File: src/rtl/eqn_pkg.sv
// eqn_pkg: shared types and helpers for the eqn_reduce_stretch block.
//   eqn_mode_e : reduction mode selected at run time through mode_i.
//   eqn_cw()   : width of the stretch counter needed to hold STRETCH.
package eqn_pkg;

  typedef enum logic [1:0] {
    EQN_OR     = 2'b00,
    EQN_AND    = 2'b01,
    EQN_XOR    = 2'b10,
    EQN_STICKY = 2'b11
  } eqn_mode_e;

  // The counter must hold values 0..stretch. A zero stretch still gets a
  // one-bit counter so that no zero-width vectors appear anywhere.
  function automatic int eqn_cw(input int stretch);
    return (stretch < 1) ? 1 : $clog2(stretch + 1);
  endfunction

endpackage

File: src/rtl/eqn_stretch.sv
// eqn_stretch: registers a reduction result and holds it high for STRETCH
// extra cycles after it falls.
//   clk_i  : clock, rising edge
//   rst_ni : asynchronous active-low reset
//   en     : update enable; 0 holds cnt_q and yo, and forces rise_o low
//   raw    : combinational reduction result to register and stretch
//   yo     : registered, stretched result
//   rise_o : one-cycle pulse on the first high cycle of yo
//   busy_o : stretch counter non-zero
module eqn_stretch
  import eqn_pkg::*;
#(
  parameter int STRETCH = 0,
  parameter int CW      = eqn_cw(STRETCH)
) (
  input  logic clk_i,
  input  logic rst_ni,
  input  logic en,
  input  logic raw,
  output logic yo,
  output logic rise_o,
  output logic busy_o
);

  logic [CW-1:0] cnt_q;
  logic [CW-1:0] cnt_d;
  logic          yo_d;

  // A high raw reloads the full stretch; otherwise the counter drains and
  // yo stays high until it has reached zero.
  always_comb begin
    cnt_d = cnt_q;
    yo_d  = 1'b0;
    if (raw) begin
      cnt_d = CW'(STRETCH);
      yo_d  = 1'b1;
    end else if (cnt_q != '0) begin
      cnt_d = cnt_q - CW'(1);
      yo_d  = 1'b1;
    end
  end

  always_ff @(posedge clk_i or negedge rst_ni) begin
    if (!rst_ni) begin
      cnt_q  <= '0;
      yo     <= 1'b0;
      rise_o <= 1'b0;
    end else if (en) begin
      cnt_q  <= cnt_d;
      yo     <= yo_d;
      // Retriggering while yo is already high gives no new pulse.
      rise_o <= ~yo & yo_d;
    end else begin
      rise_o <= 1'b0;
    end
  end

  assign busy_o = (cnt_q != '0);

endmodule

File: src/rtl/eqn_reduce_stretch.sv
// eqn_reduce_stretch: registered WIDTH-input reduction (OR, AND, XOR or
// sticky-OR) with optional pulse stretching.
//   clk_i  : clock, rising edge
//   rst_ni : asynchronous active-low reset
//   en_i   : update enable; 0 freezes all state and ignores clr_i
//   mode_i : 00 OR, 01 AND, 10 XOR, 11 sticky-OR
//   in_i   : WIDTH inputs to reduce
//   clr_i  : clears the sticky latch
//   yo     : registered, stretched result
//   rise_o : one-cycle pulse when yo goes 0->1
//   busy_o : stretch counter non-zero
module eqn_reduce_stretch
  import eqn_pkg::*;
#(
  parameter int WIDTH   = 2,
  parameter int STRETCH = 0,
  parameter int CW      = eqn_cw(STRETCH)
) (
  input  logic             clk_i,
  input  logic             rst_ni,
  input  logic             en_i,
  input  logic [1:0]       mode_i,
  input  logic [WIDTH-1:0] in_i,
  input  logic             clr_i,
  output logic             yo,
  output logic             rise_o,
  output logic             busy_o
);

  logic any_in;
  logic sticky_q;
  logic raw;

  assign any_in = |in_i;

  // In sticky mode the current inputs are ORed in directly, so a cycle
  // that both clears and sets the latch still reports its own input.
  always_comb begin
    raw = 1'b0;
    case (eqn_mode_e'(mode_i))
      EQN_OR:     raw = any_in;
      EQN_AND:    raw = &in_i;
      EQN_XOR:    raw = ^in_i;
      EQN_STICKY: raw = sticky_q | any_in;
      default:    raw = 1'b0;
    endcase
  end

  // The latch tracks inputs in every mode so it is already armed when the
  // mode switches to sticky. Clear wins over a same-cycle set.
  always_ff @(posedge clk_i or negedge rst_ni) begin
    if (!rst_ni) begin
      sticky_q <= 1'b0;
    end else if (en_i) begin
      if (clr_i) begin
        sticky_q <= 1'b0;
      end else if (any_in) begin
        sticky_q <= 1'b1;
      end
    end
  end

  eqn_stretch #(
    .STRETCH (STRETCH),
    .CW      (CW)
  ) u_stretch (
    .clk_i  (clk_i),
    .rst_ni (rst_ni),
    .en     (en_i),
    .raw    (raw),
    .yo     (yo),
    .rise_o (rise_o),
    .busy_o (busy_o)
  );

endmodule

File: config.mk
export PLATFORM = sky130hd
export DESIGN_NAME = eqn_reduce_stretch
export DESIGN_NICKNAME = d
export VERILOG_FILES = /design/src/rtl/eqn_pkg.sv /design/src/rtl/eqn_stretch.sv /design/src/rtl/eqn_reduce_stretch.sv
export SDC_FILE = /design/constraint.sdc
export NUM_CORES = 1
export LEC_CHECK = 0
export CAP_MARGIN = 30
export CORE_AREA = 2 2 39 41
export CTS_BUF_LIST = sky130_fd_sc_hd__clkbuf_2 sky130_fd_sc_hd__clkbuf_4 sky130_fd_sc_hd__clkbuf_8
export DETAILED_ROUTE_END_ITERATION = 12
export DIE_AREA = 0 0 41 43
export PLACE_DENSITY = 0.35
export SLEW_MARGIN = 20
export SYNTH_ARGS = -nofsm -noshare
export SYNTH_HDL_FRONTEND = slang
export SYNTH_SLANG_ARGS = --single-unit
export TNS_END_PERCENT = 5
File: constraint.sdc
create_clock -name clk_i -period 2.43 [get_ports clk_i]
set_input_delay 0.729 -clock clk_i [delete_from_list [all_inputs] [get_ports clk_i]]
set_output_delay 0.729 -clock clk_i [all_outputs]
set_load 0.05 [all_outputs]
==> results of run 1 <==
logic make-up (layout without fill, tap and decap cells):
group | after synthesis | count (layout) | share of synthesized area [%]
other | 1 | 1 | 2.04
AOI/OAI and AO/OA | 5 | 5 | 17.7
buffers and inverters | 5 | 17 | 12.2
and+or+nand+nor | 4 | 4 | 13.6
DFF | 3 | 3 | 40.8
adders and majority gates | 2 | 2 | 13.6
area by class of cell:
cell class,instances,area [um2],area share [%]
inverters,4,15.0,4.74
clock buffers,4,30.0,9.49
repair buffers,9,90.1,28.5
well taps,16,20.0,6.32
multi-input cells,12,86.3,27.3
flip-flops and latches,3,75.1,23.7
flip-flops by register name, summed over array words and instances (netlist names):
| signal | flops |
|---|---|
| sticky_q | 1 |
| u_stretch.rise_o | 1 |
| u_stretch.yo | 1 |
cell usage in the layout, fill, tap and decap left out, drive strengths merged:
master         count
nand3b             1
a21oi              3
clkbuf             4
dfrtp              3
o2111ai            2
conb               1
inv                4
nand2b             2
nand3              1
ha                 2
clkdlybuf4s50      9
routing by layer:
layer  GRT usage (%)  up-vias  share of wire [%]
li1                -       90                  -
met1            6.75       77                 43
met2            7.50       13                 35
met3            2.62        2                 17
met4            10.0        0                4.1
met5               0        -                  0
worst max path at each step:
stage / to / slack [ps]
after global routing: yo / 250
after global placement: u_stretch.yo$_DFFE_PN0P_ / 400
final: yo / 290
after detailed placement: u_stretch.yo$_DFFE_PN0P_ / 390
after CTS: yo / 280
after floorplan: u_stretch.rise_o$_DFF_PN0_ / 960
stage by stage:
stage | power (mW) | hold slack (ps) | worst slack, ps | utilization [%]
2_1_floorplan | 0.0871 | 433 | 956 | -
3_3_place_gp | 0.110 | 447 | 396 | 20.7
3_5_place_dp | 0.110 | 453 | 387 | 20.7
4_1_cts | 0.212 | 462 | 285 | 22.9
5_1_grt | 0.221 | 494 | 245 | 22.9
6_report | 0.207 | 461 | 289 | 22.9
power by group:
group	leakage (nW)	internal [mW]	switching [mW]
Combinational	0.0884	0.0221	0.0284
Sequential	0.0368	0.0558	0.00316
Clock	0.0184	0.0726	0.0248
==> results.md, run 1 <==
- Crit path largest cell delay: approximately 800 ps
- Mapped Cells: 20
- CP startpoint kind: flop
- WP data arrival: about 1400 ps
- Die Width: between 40 and 50 um
- Initial Utilization: between 10% and 20%
- Most frequent cells after synthesis: inv_1, a21oi_1, dfrtp_1
- Top post-synthesis cells by area: dfrtp_1, ha_1, o2111ai_1
- P per Cell Area: approximately 650 nW/um2
- Slew Viols, Final: 0
- Fill count: around 150
- DR iter-0 viols: 0
- CP required: between 1500 and 2000 ps
- Tmin final: 2140 ps
- Post-CTS setup repair buffer count: 0
- Hold depth: 1
- Predominant post-synthesis flop cell: dfrtp_1
- Post-detailed-route count of antenna-violating nets: 0
- Leakage Power: 0.144 nW
- Post-synth ARST share: between 90% and 100%
- VDD IR max: between 200 and 250 uV
- Status: complete, no violations
- Area of placed instances: between 200 and 300 um2
- Placer Congestion: around 0.55
- CTS root buffer: clkbuf_4
- Max frequency: roughly 470 MHz
- EDFF count, synth: 0
- RSZ-0062 raised after global routing: no
- Yosys cell types: 10
- Share of Yosys cell area claimed by the top area cell type: between 40 and 50%
- R2r setup slk: approximately 1500 ps
- FF+latch count, synth: 3
- GRT overflow: 0
- H-tree levels: 1
- Die Area: 1760 um2
- Final wirelength: just over 400 um
- Non-Filler Instances: 48
- Vias in the first global route: 190
- Setup CP Type: reg -> out
- Clock Sinks: 3
- Row count: 14
- Worst r2r src: sticky_q$_DFFE_PN0P_
- DRC: 0
- Hold EP: u_stretch.rise_o$_DFF_PN0_
- Hold WC Path Type: reg -> reg
- Final #Nets: 43
- GR Util All Layers: 6.53%
- Vias per cell: about 3.8
- Synth Area per Inst: approximately 9.2 um2
- Crit end category: primary output
- Cts bufs inserted: 3
- Final hold viol count: 0
- Critical-path maximum fanout: 3
- Largest delay share family, worst path: buffers and inverters
- Design Area, Final: approximately 320 um2
- Crit path depth: 1
- Reg2reg end: u_stretch.yo$_DFFE_PN0P_
- Largest net degree at the start of global routing: 6
- CP cell instances: clkdlybuf4s50_1
- Syn Std Cell Area: 184 um2
- Syn nets: 30
- Synth Warn #: 0
- Via count: roughly 180
- WL/cell: approximately 8.6 um
- Worst Hold Launch: u_stretch.yo$_DFFE_PN0P_
- Number of max-cap violations: 0
- Latest clock arrival within the worst-skew pair: 230 ps
- Post-cts resize count: 0
- Clk pin slew, worst setup/hold paths: about 30 ps
- Worst r2r path cells: 3
- CTS tree: done
- Count leader, synth: inv_1
- Buffers & Inverters on Critical Path: 1
- Core area: around 1400 um2
- Wire length of the first global-routing pass: about 700 um
- Top Ports: 11
- Sequential area share after synthesis: between 40% and 50%
- Clock Skew: around 1.9 ps
- CP max stage cell: clkdlybuf4s50_1
- Setup TNS: 0 ps
- Setup Viol. Count Final: 0
- Hold buffers post-CTS: 0
- # diodes: 0
- Detailed Place HPWL: between 300 and 400 um
- Rel. slew slack: 66.4%
- Die height: roughly 43 um
- Area grow syn2layout: 72.1%
- Post-synth top area cell: dfrtp_1
- Antenna violations before repair: 0
- Port-buffer cells: 9
- Clock buffer depth: 2
- Drt first pass iters: 1
- Placed Cells: 44
- Start point of the critical path: u_stretch.yo$_DFFE_PN0P_
- Share of layout cells above drive strength 1: 12.5%
- Fin crit share: slightly below 90%
- Worst Max-Slew Pin Slew: ~500 ps
(Power assumes the default switching activity.)
==> inputs of run 2 (changes only) <==
--- a/config.mk
+++ b/config.mk
@@ -12,4 +12,5 @@
 export DIE_AREA = 0 0 41 43
 export PLACE_DENSITY = 0.35
+export SKIP_CTS_REPAIR_TIMING = 1
 export SLEW_MARGIN = 20
 export SYNTH_ARGS = -nofsm -noshare
==> constraint.sdc (replaced) <==
create_clock -name clk_i -period 2.43 [get_ports clk_i]
set_input_delay 0.3645 -clock clk_i [delete_from_list [all_inputs] [get_ports clk_i]]
set_output_delay 0.3645 -clock clk_i [all_outputs]
set_load 0.05 [all_outputs]
==> run 2 against run 1 <==
  * Sequential power about the same
  * Hold slack got worse by 150 ps
  * Cell area unchanged
  * First-iteration DRC count increased by 3
  * Maximum frequency increased by 21%
  * Combinational power increased by 0.8%
  * Sequential cell count unchanged
  * Highest routed layer is now met3
==> results.md, run 2 (synthesized netlist as in run 1, its figures left out) <==
- Row count: 14 (unchanged)
- Slew Viols, Final: 0 (unchanged)
- Final wirelength: 433 um (was 415 um)
- Worst Max-Slew Pin Slew: 506 ps (was 503 ps)
- Reg2reg end: u_stretch.yo$_DFFE_PN0P_ (unchanged)
- Largest net degree at the start of global routing: 6 (unchanged)
- GRT overflow: 0 (unchanged)
- R2r setup slk: 1530 ps (was 1540 ps)
- Cts bufs inserted: 3 (unchanged)
- CP required: 2070 ps (was 1700 ps)
- Worst r2r src: sticky_q$_DFFE_PN0P_ (unchanged)
- Leakage Power: 0.144 nW (unchanged)
- WL/cell: 9.02 um (was 8.65 um)
- Initial Utilization: 13.3% (unchanged)
- CP cell instances: clkdlybuf4s50_1 (unchanged)
- Via count: 178 (was 182)
- Vias per cell: 3.71 (was 3.79)
- Port-buffer cells: 9 (unchanged)
- VDD IR max: 214 uV (was 232 uV)
- CTS root buffer: clkbuf_4 (unchanged)
- Worst r2r path cells: 3 (unchanged)
- Largest delay share family, worst path: buffers and inverters (unchanged)
- H-tree levels: 1 (unchanged)
- Clock buffer depth: 2 (unchanged)
- WP data arrival: 1400 ps (was 1410 ps)
- Final hold viol count: 0 (unchanged)
- Vias in the first global route: 202 (was 190)
- Top Ports: 11 (unchanged)
- Non-Filler Instances: 48 (unchanged)
- Rel. slew slack: 66.2% (was 66.4%)
- Clk pin slew, worst setup/hold paths: 40 ps (was 30 ps)
- RSZ-0062 raised after global routing: no (unchanged)
- Setup TNS: 0 ps (unchanged)
- Clock Skew: 0.0493 ps (was 1.86 ps)
- Placed Cells: 44 (unchanged)
- P per Cell Area: 654 nW/um2 (about the same)
- Buffers & Inverters on Critical Path: 1 (unchanged)
- Status: complete, no violations (unchanged)
- Total power: 207 uW (about the same)
- Die height: 43 um (unchanged)
- Commonest non-fill, non-tap cell in the layout: clkdlybuf4s50_1 (unchanged)
- Latest clock arrival within the worst-skew pair: 230 ps (about the same)
- Crit path largest cell delay: 810 ps (was 820 ps)
- CP startpoint kind: flop (unchanged)
- Die Area: 1760 um2 (unchanged)
- Final #Nets: 43 (unchanged)
- Setup Viol. Count Final: 0 (unchanged)
- Crit end category: primary output (unchanged)
- Hold WC Path Type: in -> async (was reg -> reg)
- Area grow syn2layout: 72.1% (unchanged)
- CP endpoint: yo (unchanged)
- CP max stage cell: clkdlybuf4s50_1 (unchanged)
- Fin crit share: 72.7% (was 88.1%)
- Die Width: 41 um (unchanged)
- Start point of the critical path: u_stretch.yo$_DFFE_PN0P_ (unchanged)
- Core area: 1380 um2 (unchanged)
- Antenna violations before repair: 0 (unchanged)
- Crit path depth: 1 (unchanged)
- Setup CP Type: reg -> out (unchanged)
- Tmin final: 1770 ps (was 2140 ps)
- DR iter-0 viols: 3 (was 0)
- Drt first pass iters: 4 (was 1)
- # diodes: 0 (unchanged)
- Number of max-cap violations: 0 (unchanged)
- Most frequent cells in the layout: clkdlybuf4s50_1, inv_1, clkbuf_4 (unchanged)
- DRC: 0 (unchanged)
- Wire length of the first global-routing pass: 717 um (was 690 um)
- Detailed Place HPWL: 351 um (was 336 um)
- GR Util All Layers: 6.64% (was 6.53%)
- Share of layout cells above drive strength 1: 12.5% (unchanged)
- Largest regs: sticky_q: 1 flops, u_stretch.rise_o: 1 flops, u_stretch.yo: 1 flops (unchanged)
- Critical-path maximum fanout: 3 (unchanged)
- Fill count: 152 (was 154)
- Max frequency: 566 MHz (was 467 MHz)
- Worst hold slack: 316 ps (was 461 ps)
- CTS tree: done (unchanged)
- Post-detailed-route count of antenna-violating nets: 0 (unchanged)
- Clock Sinks: 3 (unchanged)
- Placer Congestion: 0.530 (was 0.554)
==> run 2: cell counts in the layout (fill, tap and decap cells not counted) <==
No cell type changed its count.
==> run 2: layout make-up <==
| class | instances | area, um2 | area share, % |
|---|---|---|---|
| timing repair buffer | 9 | 90.1 | 28.5 |
| multi-input combinational | 12 | 86.3 | 27.3 |
| sequential | 3 | 75.1 | 23.7 |
| clock buffer | 4 | 30.0 | 9.49 |
| tap | 16 | 20.0 | 6.32 |
| inverter | 4 | 15.0 | 4.74 |
==> run 2: where the power goes <==
| part | total [mW] | switching, mW | internal, mW |
|---|---|---|---|
| sequential | 0.0590 | 0.00313 | 0.0558 |
| clock | 0.0971 | 0.0245 | 0.0726 |
| combinational | 0.0510 | 0.0287 | 0.0223 |
| total | 0.207 | 0.0564 | 0.151 |
==> run 2: how the worst min path moves through the flow <==
stage	from	endpoint	slack (ps)	depth (start not counted)
after floorplan	rst_ni	sticky_q$_DFFE_PN0P_	70	0
after global placement	u_stretch.yo$_DFFE_PN0P_	u_stretch.rise_o$_DFF_PN0_	450	1
after detailed placement	u_stretch.yo$_DFFE_PN0P_	u_stretch.rise_o$_DFF_PN0_	460	1
after CTS	rst_ni	u_stretch.yo$_DFFE_PN0P_	310	1
after global routing	rst_ni	u_stretch.yo$_DFFE_PN0P_	300	1
final	rst_ni	u_stretch.yo$_DFFE_PN0P_	320	1
==> run 2: metrics by stage <==
| step | util (%) | instance area [um2] | setup WS (ps) |
|---|---|---|---|
| after detailed placement | 20.7 | 287 | 747 |
| after floorplan | - | 184 | 1320 |
| after global routing | 22.9 | 317 | 622 |
| after global placement | 20.7 | 287 | 767 |
| final | 22.9 | 317 | 664 |
| after CTS | 22.9 | 317 | 652 |
==> run 2: layer usage <==
layer | vias to the layer above | track usage [%] | part of all wire [%]
met5 | - | 0 | 0
met4 | 0 | 10.0 | 0
met3 | 0 | 1.57 | 14
met2 | 11 | 8.13 | 41
met1 | 77 | 7.12 | 45
li1 | 90 | - | -
